[config.mk]
export PLATFORM = sky130hd
export DESIGN_NAME = ro_sense_counter
export DESIGN_NICKNAME = d
export VERILOG_FILES = /design/src/rtl/ro_sense_pkg.sv /design/src/rtl/ro_sync_edge.sv /design/src/rtl/ro_sense_counter.sv
export SDC_FILE = /design/constraint.sdc
export NUM_CORES = 1
export LEC_CHECK = 0
export ABC_AREA = 1
export BUFFER_PORTS_ARGS = -buffer_cell sky130_fd_sc_hd__buf_2
export CAP_MARGIN = 20
export CORE_MARGIN = 2
export CORE_UTILIZATION = 40
export CTS_CLUSTER_DIAMETER = 80
export DETAILED_ROUTE_END_ITERATION = 7
export GPL_TIMING_DRIVEN = 0
export PLACE_DENSITY = 0.72
export SYNTH_ARGS = -nofsm -noshare
export SYNTH_HDL_FRONTEND = slang
export SYNTH_HIERARCHICAL = 1
export SYNTH_SLANG_ARGS = --single-unit
[constraint.sdc]
create_clock -name clock -period 1.6 [get_ports clock]
set_input_delay 0.08 -clock clock [delete_from_list [all_inputs] [get_ports clock]]
set_output_delay 0.08 -clock clock [all_outputs]
set_load 0.01 [all_outputs]
[src/rtl/ro_sense_pkg.sv]
// Shared types and default sizing for the ring-oscillator sense readers.
package ro_sense_pkg;

    localparam int RO_SENSE_CNT_W       = 16;
    localparam int RO_SENSE_WIN_W       = 16;
    localparam int RO_SENSE_SYNC_STAGES = 2;

    // Measurement sequencer states, also exported on the debug port.
    typedef enum logic [1:0] {
        IDLE    = 2'd0,
        ARM     = 2'd1,
        MEASURE = 2'd2,
        DONE    = 2'd3
    } ro_sense_state_e;

endpackage

[src/rtl/ro_sync_edge.sv]
// Multi-flop synchronizer for an asynchronous level plus a rising-edge
// detector on the synchronized value. STAGES must be at least 2.
// The edge history flop runs every cycle, so a level that was already high
// before anyone looks at `rise` never produces a pulse.
module ro_sync_edge
    import ro_sense_pkg::*;
#(
    parameter int STAGES = RO_SENSE_SYNC_STAGES
) (
    input  logic clock,
    input  logic reset,
    input  logic async_in,
    output logic sync_out,
    output logic rise
);

    logic [STAGES-1:0] r_sync;
    logic              r_prev;

    // Shift the async input through the synchronizer and keep one cycle of history.
    always_ff @(posedge clock or posedge reset) begin
        if (reset) begin
            r_sync <= '0;
            r_prev <= 1'b0;
        end else begin
            r_sync <= {r_sync[STAGES-2:0], async_in};
            r_prev <= r_sync[STAGES-1];
        end
    end

    assign sync_out = r_sync[STAGES-1];
    assign rise     = r_sync[STAGES-1] & ~r_prev;

endmodule

[src/rtl/ro_sense_counter.sv]
// Counts rising edges of an asynchronous ring-oscillator output over a
// programmable window of clock cycles and hands the saturating count to the
// consumer through a valid/ready result port.
//
// Result handshake: result_valid is high in DONE and stays high, with
// result_count/result_ovf frozen, until a cycle where result_ready is also
// high; that cycle completes the transfer and the block is IDLE the next cycle.
//
// Only ROs slower than clock/2 are resolved; faster ones alias.
module ro_sense_counter
    import ro_sense_pkg::*;
#(
    parameter int CNT_W       = RO_SENSE_CNT_W,
    parameter int WIN_W       = RO_SENSE_WIN_W,
    parameter int SYNC_STAGES = RO_SENSE_SYNC_STAGES
) (
    input  logic             clock,
    input  logic             reset,
    input  logic             ro_in,
    input  logic             start,
    input  logic [WIN_W-1:0] window_len,
    input  logic             abort,
    output logic             busy,
    output logic             result_valid,
    input  logic             result_ready,
    output logic [CNT_W-1:0] result_count,
    output logic             result_ovf,
    output ro_sense_state_e  o_dbg_state,
    output logic             o_dbg_ro_sync
);

    localparam logic [CNT_W-1:0] CNT_MAX = '1;
    localparam logic [CNT_W-1:0] CNT_ONE = CNT_W'(1);
    localparam logic [WIN_W-1:0] WIN_ONE = WIN_W'(1);

    ro_sense_state_e  r_state;
    ro_sense_state_e  w_next;
    logic [WIN_W-1:0] r_win_rem;
    logic [CNT_W-1:0] r_cnt;
    logic             r_ovf;
    logic [CNT_W-1:0] r_res_count;
    logic             r_res_ovf;
    logic [CNT_W-1:0] w_cnt_nxt;
    logic             w_ovf_nxt;
    logic             w_rise;
    logic             w_sync;

    ro_sync_edge #(
        .STAGES (SYNC_STAGES)
    ) u_sync_edge (
        .clock    (clock),
        .reset    (reset),
        .async_in (ro_in),
        .sync_out (w_sync),
        .rise     (w_rise)
    );

    // State register.
    always_ff @(posedge clock or posedge reset) begin
        if (reset) begin
            r_state <= IDLE;
        end else begin
            r_state <= w_next;
        end
    end

    // Next-state logic; abort only matters while a measurement is in flight.
    always_comb begin
        w_next = r_state;
        unique case (r_state)
            IDLE: begin
                if (start) w_next = ARM;
            end
            ARM: begin
                if (abort)                 w_next = IDLE;
                else if (r_win_rem == '0)  w_next = DONE;
                else                       w_next = MEASURE;
            end
            MEASURE: begin
                if (abort)                     w_next = IDLE;
                else if (r_win_rem == WIN_ONE) w_next = DONE;
            end
            DONE: begin
                if (result_ready) w_next = IDLE;
            end
            default: w_next = IDLE;
        endcase
    end

    // Saturating edge count for this cycle; an edge at full scale flags overflow.
    always_comb begin
        w_cnt_nxt = r_cnt;
        w_ovf_nxt = r_ovf;
        if (w_rise) begin
            if (r_cnt == CNT_MAX) w_ovf_nxt = 1'b1;
            else                  w_cnt_nxt = r_cnt + CNT_ONE;
        end
    end

    // Window/count datapath; the published result only changes on start or at window end,
    // so an aborted run leaves nothing behind but the cleared result.
    always_ff @(posedge clock or posedge reset) begin
        if (reset) begin
            r_win_rem   <= '0;
            r_cnt       <= '0;
            r_ovf       <= 1'b0;
            r_res_count <= '0;
            r_res_ovf   <= 1'b0;
        end else begin
            unique case (r_state)
                IDLE: begin
                    if (start) begin
                        r_win_rem   <= window_len;
                        r_cnt       <= '0;
                        r_ovf       <= 1'b0;
                        r_res_count <= '0;
                        r_res_ovf   <= 1'b0;
                    end
                end
                MEASURE: begin
                    if (!abort) begin
                        r_win_rem <= r_win_rem - WIN_ONE;
                        r_cnt     <= w_cnt_nxt;
                        r_ovf     <= w_ovf_nxt;
                        if (r_win_rem == WIN_ONE) begin
                            r_res_count <= w_cnt_nxt;
                            r_res_ovf   <= w_ovf_nxt;
                        end
                    end
                end
                default: begin
                end
            endcase
        end
    end

    assign busy          = (r_state == ARM) || (r_state == MEASURE);
    assign result_valid  = (r_state == DONE);
    assign result_count  = r_res_count;
    assign result_ovf    = r_res_ovf;
    assign o_dbg_state   = r_state;
    assign o_dbg_ro_sync = w_sync;

endmodule

; Yosys cells after proc, flatten, opt, wreduce, memory -nomap -nowiden
; Index checks and enable logic that the tools add are counted.
[word_totals]
mem_bits_ro = 0
output_inout_bits = 22
register_bits = 55
inputBits = 22
ramBits = 0
elab_cells = 55
latchBits = 0
mem_count = 0
[classes]
order_cmp = 0
add_sub_neg = 2
reduce_logical = 7
n_mul = 0
n_eq_ne = 10
muxes = 26
n_div = 0
shift = 0
bitwise = 2
[op_table]
columns = operator, count
row1 = 16-bit two-way mux, 8
row2 = 16-bit one-hot mux with 2 select lines, 3
row3 = 16-bit by 1-bit adder with 16-bit output (second input constant), 1
row4 = 16-bit by 1-bit equality test with 1-bit output (second input constant), 1
row5 = 16-bit equality test (second input constant), 1
row6 = 16-bit zero test, 1
row7 = 16-bit by 1-bit subtractor with 16-bit output (second input constant), 1
row8 = 2-bit two-way mux, 5
row9 = 2-bit one-hot mux with 4 select lines, 1
row10 = 1-bit two-way mux, 7
row11 = 2-bit inequality test (second input constant), 3
row12 = 3-bit AND reduction, 2
row13 = 2-bit equality test (second input constant), 2
row14 = 1-bit one-hot mux with 2 select lines, 2
row15 = 4-bit AND reduction, 1
row16 = 3-bit inequality test (second input constant), 1
row17 = 2-bit by 1-bit equality test with 1-bit output (second input constant), 1
row18 = 2-bit zero test, 1
row19 = 2-bit by 1-bit inequality test with 1-bit output (second input constant), 1
row20 = 2-bit nonzero test, 1
row21 = 1-bit AND, 1
row22 = 1-bit logical OR, 1
row23 = 1-bit inverter, 1

; Depth between registers and ports, before layout
; Gate-level depths: netlist of run 1.
[logic_depth]
word_depth = 6
mapped_depth = 11

; Cells and area by module
; The synthesis of run 1 kept the hierarchy.
[by_module_without_submodules]
columns = module, instances, cells_each, seq_area_each_um2, area_each_um2
row1 = ro_sense_counter, 1, 488, 1301.2, 3345.7
row2 = ro_sync_edge, 1, 6, 75.1, 88.8

; Worst setup path after synthesis of run 1
; Ideal clock, no wire load.
[synth_path]
kind = register -> register
startpoint = register r_state[0] (netlist: o_dbg_state[0])
endpoint = register r_res_count[2] (netlist: result_count[2])
arrival_time_ns = 1.602
slack_ns = -0.120
t_required_ns = 1.482
stages_incl_launch_ff = 11
setup_ns = 0.118
path_buffers = 2
path_cell_list = dfrtp_1 > inv_1 > ha_1 > buf_4 > o21ai_1 > o21ai_2 > a21oi_4 > inv_2 > buf_6 > nand2_1 > o21ai_2
[synth_via]
elab_chain_cells = 3
elab_cells_between_ends = 8
[synth_lines]
columns = item, line
row1 = start: declaration, ro_sense_counter.sv:36  ; ro_sense_state_e r_state;
row2 = start signal: assignment, ro_sense_counter.sv:63  ; r_state <= w_next;
row3 = 2-bit equality test / 2-bit zero test (equally long branches), ro_sense_counter.sv:110  ; unique case (r_state)
row4 = 2-bit inequality test (no source line) / 2-bit nonzero test (equally long branches), --
row5 = 4-bit AND reduction (no source line), --
row6 = end signal: assignment, ro_sense_counter.sv:126  ; r_res_count <= w_cnt_nxt;
row7 = end: declaration, ro_sense_counter.sv:41  ; logic [CNT_W-1:0] r_res_count;
; Several ways; a longest one is shown, not always the timed one.
; A chain may end at the register's enable or synchronous reset.

; Worst setup path in the final report of run 1
[layout_path]
startpoint = register r_state[1] (netlist: o_dbg_state[1])
endpoint = register r_res_count[14] (netlist: result_count[14])
; Same word-level chain as after synthesis.

==> reports/metrics.yaml, run 1 <==
htree_levels: 2
syn-num-nets: 523
dr.first_iter.drc_count: 219
worst_slack_ns: -0.1192
cp-start-kind: "register"
wirelength_um: 9268
clkPwrFrac: 0.120
hold_class: "input port to register"
fin_nets: 605
synthesis.area_um2: 3435
portBuffers: 43
maxCapViolations: 0
dp_hpwl_um: 6194
cp_data_required_time_ns: 1.85
irDropWorstVdd_mv: 0.9657
setup_viol: 19
async_flop_share: 1.000
post-synth-top-area-cell: "dfrtp_1"
tightestPinTransition_ns: 0.3862
yosys_warnings: 6
synth.distinct_cells: 34
grt_overflow: 0
relSlewSlack: 0.7423
synthToLayoutAreaGrowth_pct: 28.67
start_util: 0.4159
antenna_cells: 0
power_frac_seq: 0.298
maxSlewViolCount: 0
syn_inst: 494
path_clk_slew_ns: 0.11
sw_frac_of_total: 0.4512
cts_tree: "built"
io_pins: 44
finClkSkew_ns: 0.009472
place_area_um2: 3842
clock_latency_ns: 0.31
p_sw_w: 0.002994
final_area_um2: 4419
antenna_found_initial: 0
num_vias: 3494
period_share: 1.074
status: "finished, violations left"
firstDrtPassIters: 5
fin_crit_ns: 1.719
ys_ff_latch: 55
multi_input_area_um2: 1911
seq_area_um2: 1379
drive_gt1_frac: 0.2790
synth_top_area_frac: 0.4007
endpoint_kind: "register"
synth_enable_flop_cells: 0
drc_errors: 0
die_w_um: 96.66
p_leak_nw: 2.224
numCtsBuffers: 5
synth_area_leaders: "dfrtp_1, nand2_1, inv_1"
grt_max_degree: 42
grt_pass1_vias: 3244
power_frac_comb: 0.582
num_rows: 33
clock.fmax_mhz: 581.7
rsz0062_at_grt: "true"
core_region_area_um2: 8258
fillers: 789
cp_max_fo: 6
critPathKind: "register to register"
place.gp.congestion: 0.8832
avgSynthCellArea_um2: 6.953
synth-seq-area-share: 0.4007
clock_sinks: 55
p_per_area_nw_per_um2: 1502
track_usage: 0.1866
ant_nets: 0
die_y_um: 96.66
synthFlopType: "dfrtp_1"
arrival_ns: 1.97
wl_per_cell_um: 13.59
grt_pass1_wl_um: 14630
post-place-ws_ns: -0.3130
reg2reg_depth: 10
cts-root-buf: "clkbuf_8"
hold_viol: 0
hold_ws_ns: 0.03380
hold_path_depth: 3
vias_per_cell: 5.123
p_int_w: 0.003642
die-area_um2: 9343
violations: "negative setup slack"
cts.path.max_buffers: 2
[logic make-up (layout without fill, tap and decap cells)]
family	Yosys count	after routing	synth area share
AO/OA/AOI/OAI	54	54	0.09254
XOR/XNOR	4	4	0.01020
adder cells (fa/ha/maj)	7	7	0.02550
buffers and inverters	78	161	0.09690
flip-flops	55	55	0.4007
AND/OR/NAND/NOR	296	296	0.3741
[area by class of cell]
cell class | instances | share of cell area
plain buffers | 17 | 0.03398
inverters | 59 | 0.05125
repair buffers | 77 | 0.1215
clock buffers | 6 | 0.01642
well taps | 105 | 0.02973
clock inverters | 2 | 0.002831
flip-flops and latches | 55 | 0.3120
multi-input cells | 361 | 0.4323
[metal layers]
layer / share of wire / track usage / vias to the layer above
met4: 0.019 / 0.05742 / 0
met1: 0.45 / 0.2507 / 1618
li1: - / - / 1741
met3: 0.049 / 0.02529 / 14
met5: 0 / 0 / -
met2: 0.48 / 0.3136 / 121
[synth_stat cells (3+ instances only)]
| master | n |
|---|---|
| a21oi_1 | 11 |
| buf_2 | 5 |
| buf_4 | 3 |
| buf_6 | 3 |
| clkbuf_1 | 6 |
| dfrtp_1 | 55 |
| ha_1 | 7 |
| inv_1 | 56 |
| inv_2 | 3 |
| nand2_1 | 164 |
| nand2_2 | 5 |
| nand3_1 | 41 |
| nand4_1 | 23 |
| nor2_1 | 48 |
| nor2_2 | 5 |
| nor2_4 | 3 |
| o21ai_0 | 23 |
| o21ai_1 | 6 |
| o21ai_2 | 4 |
| o22ai_1 | 3 |
| xor2_1 | 3 |
[flip-flops by register name, summed over array words and instances (netlist names)]
register	count
result_count	16
u_sync_edge/r_prev	1
o_dbg_state	2
result_ovf	1
r_cnt	16
r_ovf	1
r_win_rem	16
u_sync_edge/r_sync	2
[worst max-delay path: stages (launching register included)]
cell       delay [ns]
dfrtp_2          0.46
inv_2            0.09
ha_4             0.13
inv_4            0.04
o21ai_4          0.16
o21ai_4          0.12
a21oi_4          0.19
buf_6            0.16
clkbuf_16        0.15
nand3_2          0.07
nand2_1          0.07
[stage by stage]
| step | utilization | total power [W] | setup TNS, ns | std cells |
|---|---|---|---|---|
| after global routing | 0.5352 | 0.007118 | -3.981 | 682 |
| after global placement | 0.4629 | 0.004754 | -34.04 | 642 |
| after floorplan | - | 0.004058 | -0.08238 | 494 |
| after detailed placement | 0.4653 | 0.004840 | -9.430 | 643 |
| after CTS | 0.4976 | 0.006148 | -1.176 | 663 |
| final | 0.5352 | 0.006636 | -1.611 | 682 |
[timing repair]
| item | CTS | global route |
|---|---|---|
| cloned | 1 | 1 |
| buffers inserted | 11 | 18 |
| resized for setup | 24 | 51 |
| hold endpoints to repair | 15 | 0 |
| endpoints found under the setup margin | 52 | 52 |
| pin swaps | 9 | 17 |
| hold buffers | 2 | 0 |
[placed cells by master, fill, tap and decap left out, types with 4 or more instances in the layout]
master / n
a21oi_1: 10
o21ai_1: 7
buf_6: 7
buf_2: 46
inv_1: 49
o21ai_0: 21
nand3_1: 36
dfrtp_1: 53
buf_4: 29
nor2_2: 11
inv_2: 8
nor2_4: 7
nand4_1: 23
nand2_2: 11
nor2_1: 38
ha_1: 4
clkbuf_8: 5
nand2_1: 156
[final timing paths]
| check | start | to | slack, ns |
|---|---|---|---|
| max | o_dbg_state[1]$_DFFE_PP0P_ | result_count[14]$_DFFE_PP0P_ | -0.12 |
| min | window_len[1] | r_win_rem[1]$_DFFE_PP0P_ | 0.03 |
| max reg2reg | o_dbg_state[1]$_DFFE_PP0P_ | result_count[14]$_DFFE_PP0P_ | -0.12 |
| min reg2reg | u_sync_edge/r_sync[0]$_DFF_PP0_ | u_sync_edge/r_sync[1]$_DFF_PP0_ | 0.37 |
| max in group asynchronous | reset | r_cnt[0]$_DFFE_PP0P_ | 0.81 |
| min in group asynchronous | reset | u_sync_edge/r_sync[0]$_DFF_PP0_ | 0.18 |
[power by group through the flow]
stage	sequential, W	clock [W]	combinational, W
5_1_grt	0.00202	0.000870	0.00423
6_report	0.00198	0.000795	0.00386
4_1_cts	0.00196	0.000813	0.00338
2_1_floorplan	0.00196	0	0.00210
3_3_place_gp	0.00199	0	0.00277
3_5_place_dp	0.00199	0	0.00285
No activity file was read; power rests on OpenSTA's default activity.
==> run 2: changes to the inputs <==
--- a/config.mk
+++ b/config.mk
@@ -10,6 +10,7 @@
 export CAP_MARGIN = 20
 export CORE_MARGIN = 2
 export CORE_UTILIZATION = 40
+export CTS_BUF_LIST = sky130_fd_sc_hd__clkbuf_4
 export CTS_CLUSTER_DIAMETER = 80
 export DETAILED_ROUTE_END_ITERATION = 7
 export GPL_TIMING_DRIVEN = 0
==> run 2 against run 1 <==
The run still ends with negative setup slack left; maximum frequency grew 0.43%; die area is the same; sequential share of layout area shrank 0.79 points; worst setup slack gained 0.0074 ns; first-iteration DRC count grew 3.2%; clock skew is essentially flat; core utilization grew 1.5 points; routed wire length grew 0.92%; combinational power grew 8.8%; clock-buffer cell count is the same; register-to-register slack is essentially flat; critical path type unchanged; largest cell class unchanged; largest power group unchanged.
==> reports/metrics.yaml, run 2 (synthesized netlist as in run 1, its figures left out) <==
htree_levels: 2
cts-root-buf: "clkbuf_4"
cp_max_fo: 7
maxCapViolations: 0
finClkSkew_ns: 0.009665
multi_input_area_um2: 1957
drc_errors: 0
numCtsBuffers: 5
num_rows: 33
hold_ws_ns: 0.003318
cp-start-kind: "register"
antenna_found_initial: 0
firstDrtPassIters: 5
grt_overflow: 0
dr.first_iter.drc_count: 226
final_cell_mix: "nand2_1, dfrtp_1, inv_1"
power_w: 0.006827
crit_chain: "inv_2 -> ha_4 -> inv_4 -> o21ai_4 -> o21ai_4 -> a21oi_4 -> buf_6 -> inv_8 -> buf_16 -> nand2_1 -> nand2_1"
violations: "negative setup slack"
drive_gt1_frac: 0.3055
status: "finished, violations left"
p_per_area_nw_per_um2: 1503
ant_nets: 0
grt_pass1_vias: 3297
slowest_stage: "dfrtp_2"
grt_max_degree: 42
tns_ns: -1.842
setup_viol: 23
wl_per_cell_um: 13.54
num_vias: 3582
cp_data_required_time_ns: 1.89
hold_viol: 0
fillers: 783
vias_per_cell: 5.184
clock.fmax_mhz: 584.2
arrival_ns: 2.01
die_y_um: 96.66
worst_slack_ns: -0.1117
p_int_w: 0.003716
final_common_cell: "nand2_1"
slowest_delay_ns: 0.48
portBuffers: 43
clock_sinks: 55
track_usage: 0.1919
core_region_area_um2: 8258
wirelength_um: 9353
fin_nets: 614
endpoint_kind: "register"
clock_latency_ns: 0.39
antenna_cells: 0
path_clk_slew_ns: 0.16
irDropWorstVdd_mv: 0.9811
die_w_um: 96.66
sw_frac_of_total: 0.4557
cts.path.max_buffers: 2
tightestPinTransition_ns: 0.3771
power_frac_comb: 0.615
rsz0062_at_grt: "true"
hold_class: "input port to register"
cts_tree: "built"
relSlewSlack: 0.7483
post-place-ws_ns: -0.3130
die-area_um2: 9343
start_util: 0.4159
fin_crit_ns: 1.712
dp_hpwl_um: 6194
p_sw_w: 0.003111
critPathKind: "register to register"
grt_pass1_wl_um: 14990
seq_area_um2: 1381
p_leak_nw: 2.280
synthToLayoutAreaGrowth_pct: 32.24
maxSlewViolCount: 0
io_pins: 44
final_util: 0.5500
period_share: 1.070
clkPwrFrac: 0.096
power_frac_seq: 0.289
place.gp.congestion: 0.8832
-- run 2: cell count changes in the layout (fill, tap and decap cells not counted), moves of 3 or more --
cell	delta
clkbuf_4	+7
clkbuf_8	-5
dlygate4sd3_1	+7
nand2_1	-10
nand2_2	+7
nand2_4	+3
nand3_2	+3
o21ai_0	-5
o21ai_1	+3
-- run 2: worst paths after layout --
path / startpoint / endpoint / slack (ns) / depth (start not counted)
setup / recovery: o_dbg_state[1]$_DFFE_PP0P_ / result_count[14]$_DFFE_PP0P_ / -0.11 / 11
hold / removal: window_len[7] / r_win_rem[7]$_DFFE_PP0P_ / 0.003 / 5
setup reg to reg: o_dbg_state[1]$_DFFE_PP0P_ / result_count[14]$_DFFE_PP0P_ / -0.11 / 11
hold reg to reg: u_sync_edge/r_sync[0]$_DFF_PP0_ / u_sync_edge/r_sync[1]$_DFF_PP0_ / 0.38 / 0
max in group asynchronous: reset / r_cnt[5]$_DFFE_PP0P_ / 0.90 / 4
min in group asynchronous: reset / u_sync_edge/r_sync[1]$_DFF_PP0_ / 0.09 / 3
-- run 2: per-layer routing --
layer,track usage,vias up,part of all wire,wire length (um)
li1,-,1757,-,-
met1,0.2535,1690,0.45,4226
met2,0.3301,124,0.49,4556
met3,0.02818,11,0.049,458
met4,0.04984,0,0.012,110
met5,0,-,0,0
-- run 2: timing repair --
action | CTS | global route
endpoints found under the hold margin | 62 | 1
gates resized for setup | 43 | 57
hold buffers | 8 | 1
buffers inserted | 12 | 18
pin swaps | 7 | 17
gates cloned | 3 | 0
setup endpoints to repair | 52 | 52
-- run 2: layout make-up --
type                            instances  share of cell area
Buffer                                 17             0.03168
Timing Repair Buffer                   86              0.1408
Inverter                               59             0.05096
Clock inverter                          2            0.002755
Clock buffer                            6            0.009917
Multi-Input combinational cell        361              0.4309
Sequential cell                        55              0.3041
Tap cell                              105             0.02893
-- run 2: worst max-delay path, delay by kind of cell, from the launching register on --
family	cells	cell delay (ns)
flip-flops	1	0.48
AO/OA/AOI/OAI	3	0.44
AND/OR/NAND/NOR	2	0.10
adder cells (fa/ha/maj)	1	0.13
buffers and inverters	5	0.45
-- run 2: power by group through the flow --
stage	sequential (W)	combinational (W)	clock, W
after floorplan	0.00196	0.00210	0
after global placement	0.00199	0.00277	0
after detailed placement	0.00199	0.00285	0
after CTS	0.00196	0.00379	0.000675
after global routing	0.00202	0.00458	0.000734
final	0.00198	0.00420	0.000655
-- run 2: through the flow --
stage,cells,cell area (um2)
after floorplan,494,3476
after global placement,642,3822
after detailed placement,643,3842
after CTS,672,4233
after global routing,691,4542
final,691,4542
==> run 3: changes to the inputs <==
--- a/config.mk
+++ b/config.mk
@@ -15,6 +15,7 @@
 export DETAILED_ROUTE_END_ITERATION = 7
 export GPL_TIMING_DRIVEN = 0
 export PLACE_DENSITY = 0.72
+export RECOVER_POWER = 100
 export SYNTH_ARGS = -nofsm -noshare
 export SYNTH_HDL_FRONTEND = slang
 export SYNTH_HIERARCHICAL = 1
==> run 3 against run 2 <==
The run still ends with negative setup slack left; first-iteration DRC count is 9.3% lower; worst setup slack better by 0.0040 ns; global-route usage stayed put; combinational power hardly changed; core utilization is 0.53 points lower; cell area is 0.96% lower; sequential power hardly changed; flip-flop and latch count stayed put; clock-buffer cell count stayed put.
==> reports/metrics.yaml, run 3 (synthesized netlist as in run 1, its figures left out) <==
status: "finished, violations left"
violations: "negative setup slack"
r2r-end: "result_count[14]$_DFFE_PP0P_"
hold_viol: 0
endpoint_kind: "register"
path_clk_slew_ns: 0.17
numCtsBuffers: 5
vias_per_cell: 5.129
track_usage: 0.1919
rsz0062_at_grt: "true"
tightestPinTransition_ns: 0.5675
start_util: 0.4159
fin_nets: 614
relSlewSlack: 0.6217
clock_sinks: 55
p_leak_nw: 2.187
portBuffers: 43
firstDrtPassIters: 5
grt_overflow: 0
r2r-start: "o_dbg_state[1]$_DFFE_PP0P_"
final_cells: 691
drive_gt1_frac: 0.2662
synthToLayoutAreaGrowth_pct: 30.97
multi_input_area_um2: 1954
antenna_cells: 0
antenna_found_initial: 0
irDropWorstVdd_mv: 0.9782
cp-start-kind: "register"
worst_slack_ns: -0.1077
num_vias: 3544
io_pins: 44
wirelength_um: 9371
cp_data_required_time_ns: 1.90
reg2reg_depth: 11
crit_start: "o_dbg_state[1]$_DFFE_PP0P_"
cts.path.max_buffers: 2
dp_hpwl_um: 6194
htree_levels: 2
clock_latency_ns: 0.39
place_area_um2: 3842
hold_class: "input port to register"
fin_crit_ns: 1.708
fillers: 787
clock.fmax_mhz: 585.6
final_common_cell: "nand2_1"
cp_max_fo: 7
num_rows: 33
die_y_um: 96.66
crit_end: "result_count[14]$_DFFE_PP0P_"
die-area_um2: 9343
critPathKind: "register to register"
maxSlewViolCount: 0
seq_area_um2: 1381
maxCapViolations: 0
die_w_um: 96.66
ant_nets: 0
grt_pass1_wl_um: 14990
grt_max_degree: 42
grt_pass1_vias: 3297
p_per_area_nw_per_um2: 1511
cts-root-buf: "clkbuf_4"
dp.cells: 643
drc_errors: 0
wl_per_cell_um: 13.56
reg2reg_setup_slack_ns: -0.11
hold_ws_ns: 0.003508
arrival_ns: 2.00
period_share: 1.067
final_cell_mix: "nand2_1, dfrtp_1, inv_1"
finClkSkew_ns: 0.008528
core_region_area_um2: 8258
cts_tree: "built"
dr.first_iter.drc_count: 205
setup_viol: 23
final_area_um2: 4498
place.gp.congestion: 0.8832
[run 3: repair_timing]
action                                  4_1_cts  5_1_grt
gates cloned                                  3        0
pin swaps                                     7       17
gates resized for setup                      43       57
hold buffers                                  8        1
setup buffers                                12       18
endpoints found under the setup margin       52       52
endpoints found under the hold margin        62        1
[run 3: where the power goes]
part / switching (W) / total [W] / internal [W]
logic: 0.00236 / 0.00417 / 0.00181
clock network: 0.000467 / 0.000655 / 0.000188
registers: 0.000286 / 0.00198 / 0.00169
[run 3: per-stage QoR]
step | setup slack, ns | TNS (ns) | total power (W) | util
global route | -0.1689 | -4.545 | 0.007299 | 0.5447
floorplan | -0.01942 | -0.08238 | 0.004058 | -
detailed placement | -0.3130 | -9.430 | 0.004840 | 0.4653
global placement | -0.6708 | -34.04 | 0.004754 | 0.4629
CTS | -0.09159 | -1.702 | 0.006420 | 0.5126
finish | -0.1077 | -1.833 | 0.006798 | 0.5447
[run 3: how the worst min path moves through the flow]
stage / from / end / slack, ns / cells past startpoint
finish: window_len[7] / r_win_rem[7]$_DFFE_PP0P_ / 0.004 / 5
global placement: reset / u_sync_edge/r_sync[0]$_DFF_PP0_ / -0.05 / 2
CTS: window_len[7] / r_win_rem[7]$_DFFE_PP0P_ / 0.00004 / 5
global route: window_len[7] / r_win_rem[7]$_DFFE_PP0P_ / 0.02 / 5
floorplan: reset / u_sync_edge/r_prev$_DFF_PP0_ / -0.17 / 1
detailed placement: reset / u_sync_edge/r_sync[1]$_DFF_PP0_ / -0.03 / 2
[run 3: layout make-up]
type	count	area share
clock buffers	6	0.01001
plain buffers	17	0.03199
multi-input cells	361	0.4345
clock inverters	2	0.002782
repair buffers	86	0.1330
inverters	59	0.05146
flip-flops and latches	55	0.3071
well taps	105	0.02921
[run 3: worst max-delay path: stages, from the launching register on]
cell and delay (ns):
dfrtp_2 0.48, inv_2 0.09, ha_4 0.13, inv_4 0.04, o21ai_4 0.16, o21ai_4 0.12, a21oi_4 0.16, buf_6 0.14
inv_8 0.05, buf_16 0.13, nand2_1 0.05, nand2_1 0.05
[run 3: layer usage]
| layer | share of wire | vias up | GRT usage |
|---|---|---|---|
| met3 | 0.041 | 13 | 0.02818 |
| met5 | 0 | - | 0 |
| met4 | 0.014 | 0 | 0.04984 |
| met1 | 0.46 | 1665 | 0.2535 |
| li1 | - | 1758 | - |
| met2 | 0.48 | 108 | 0.3301 |
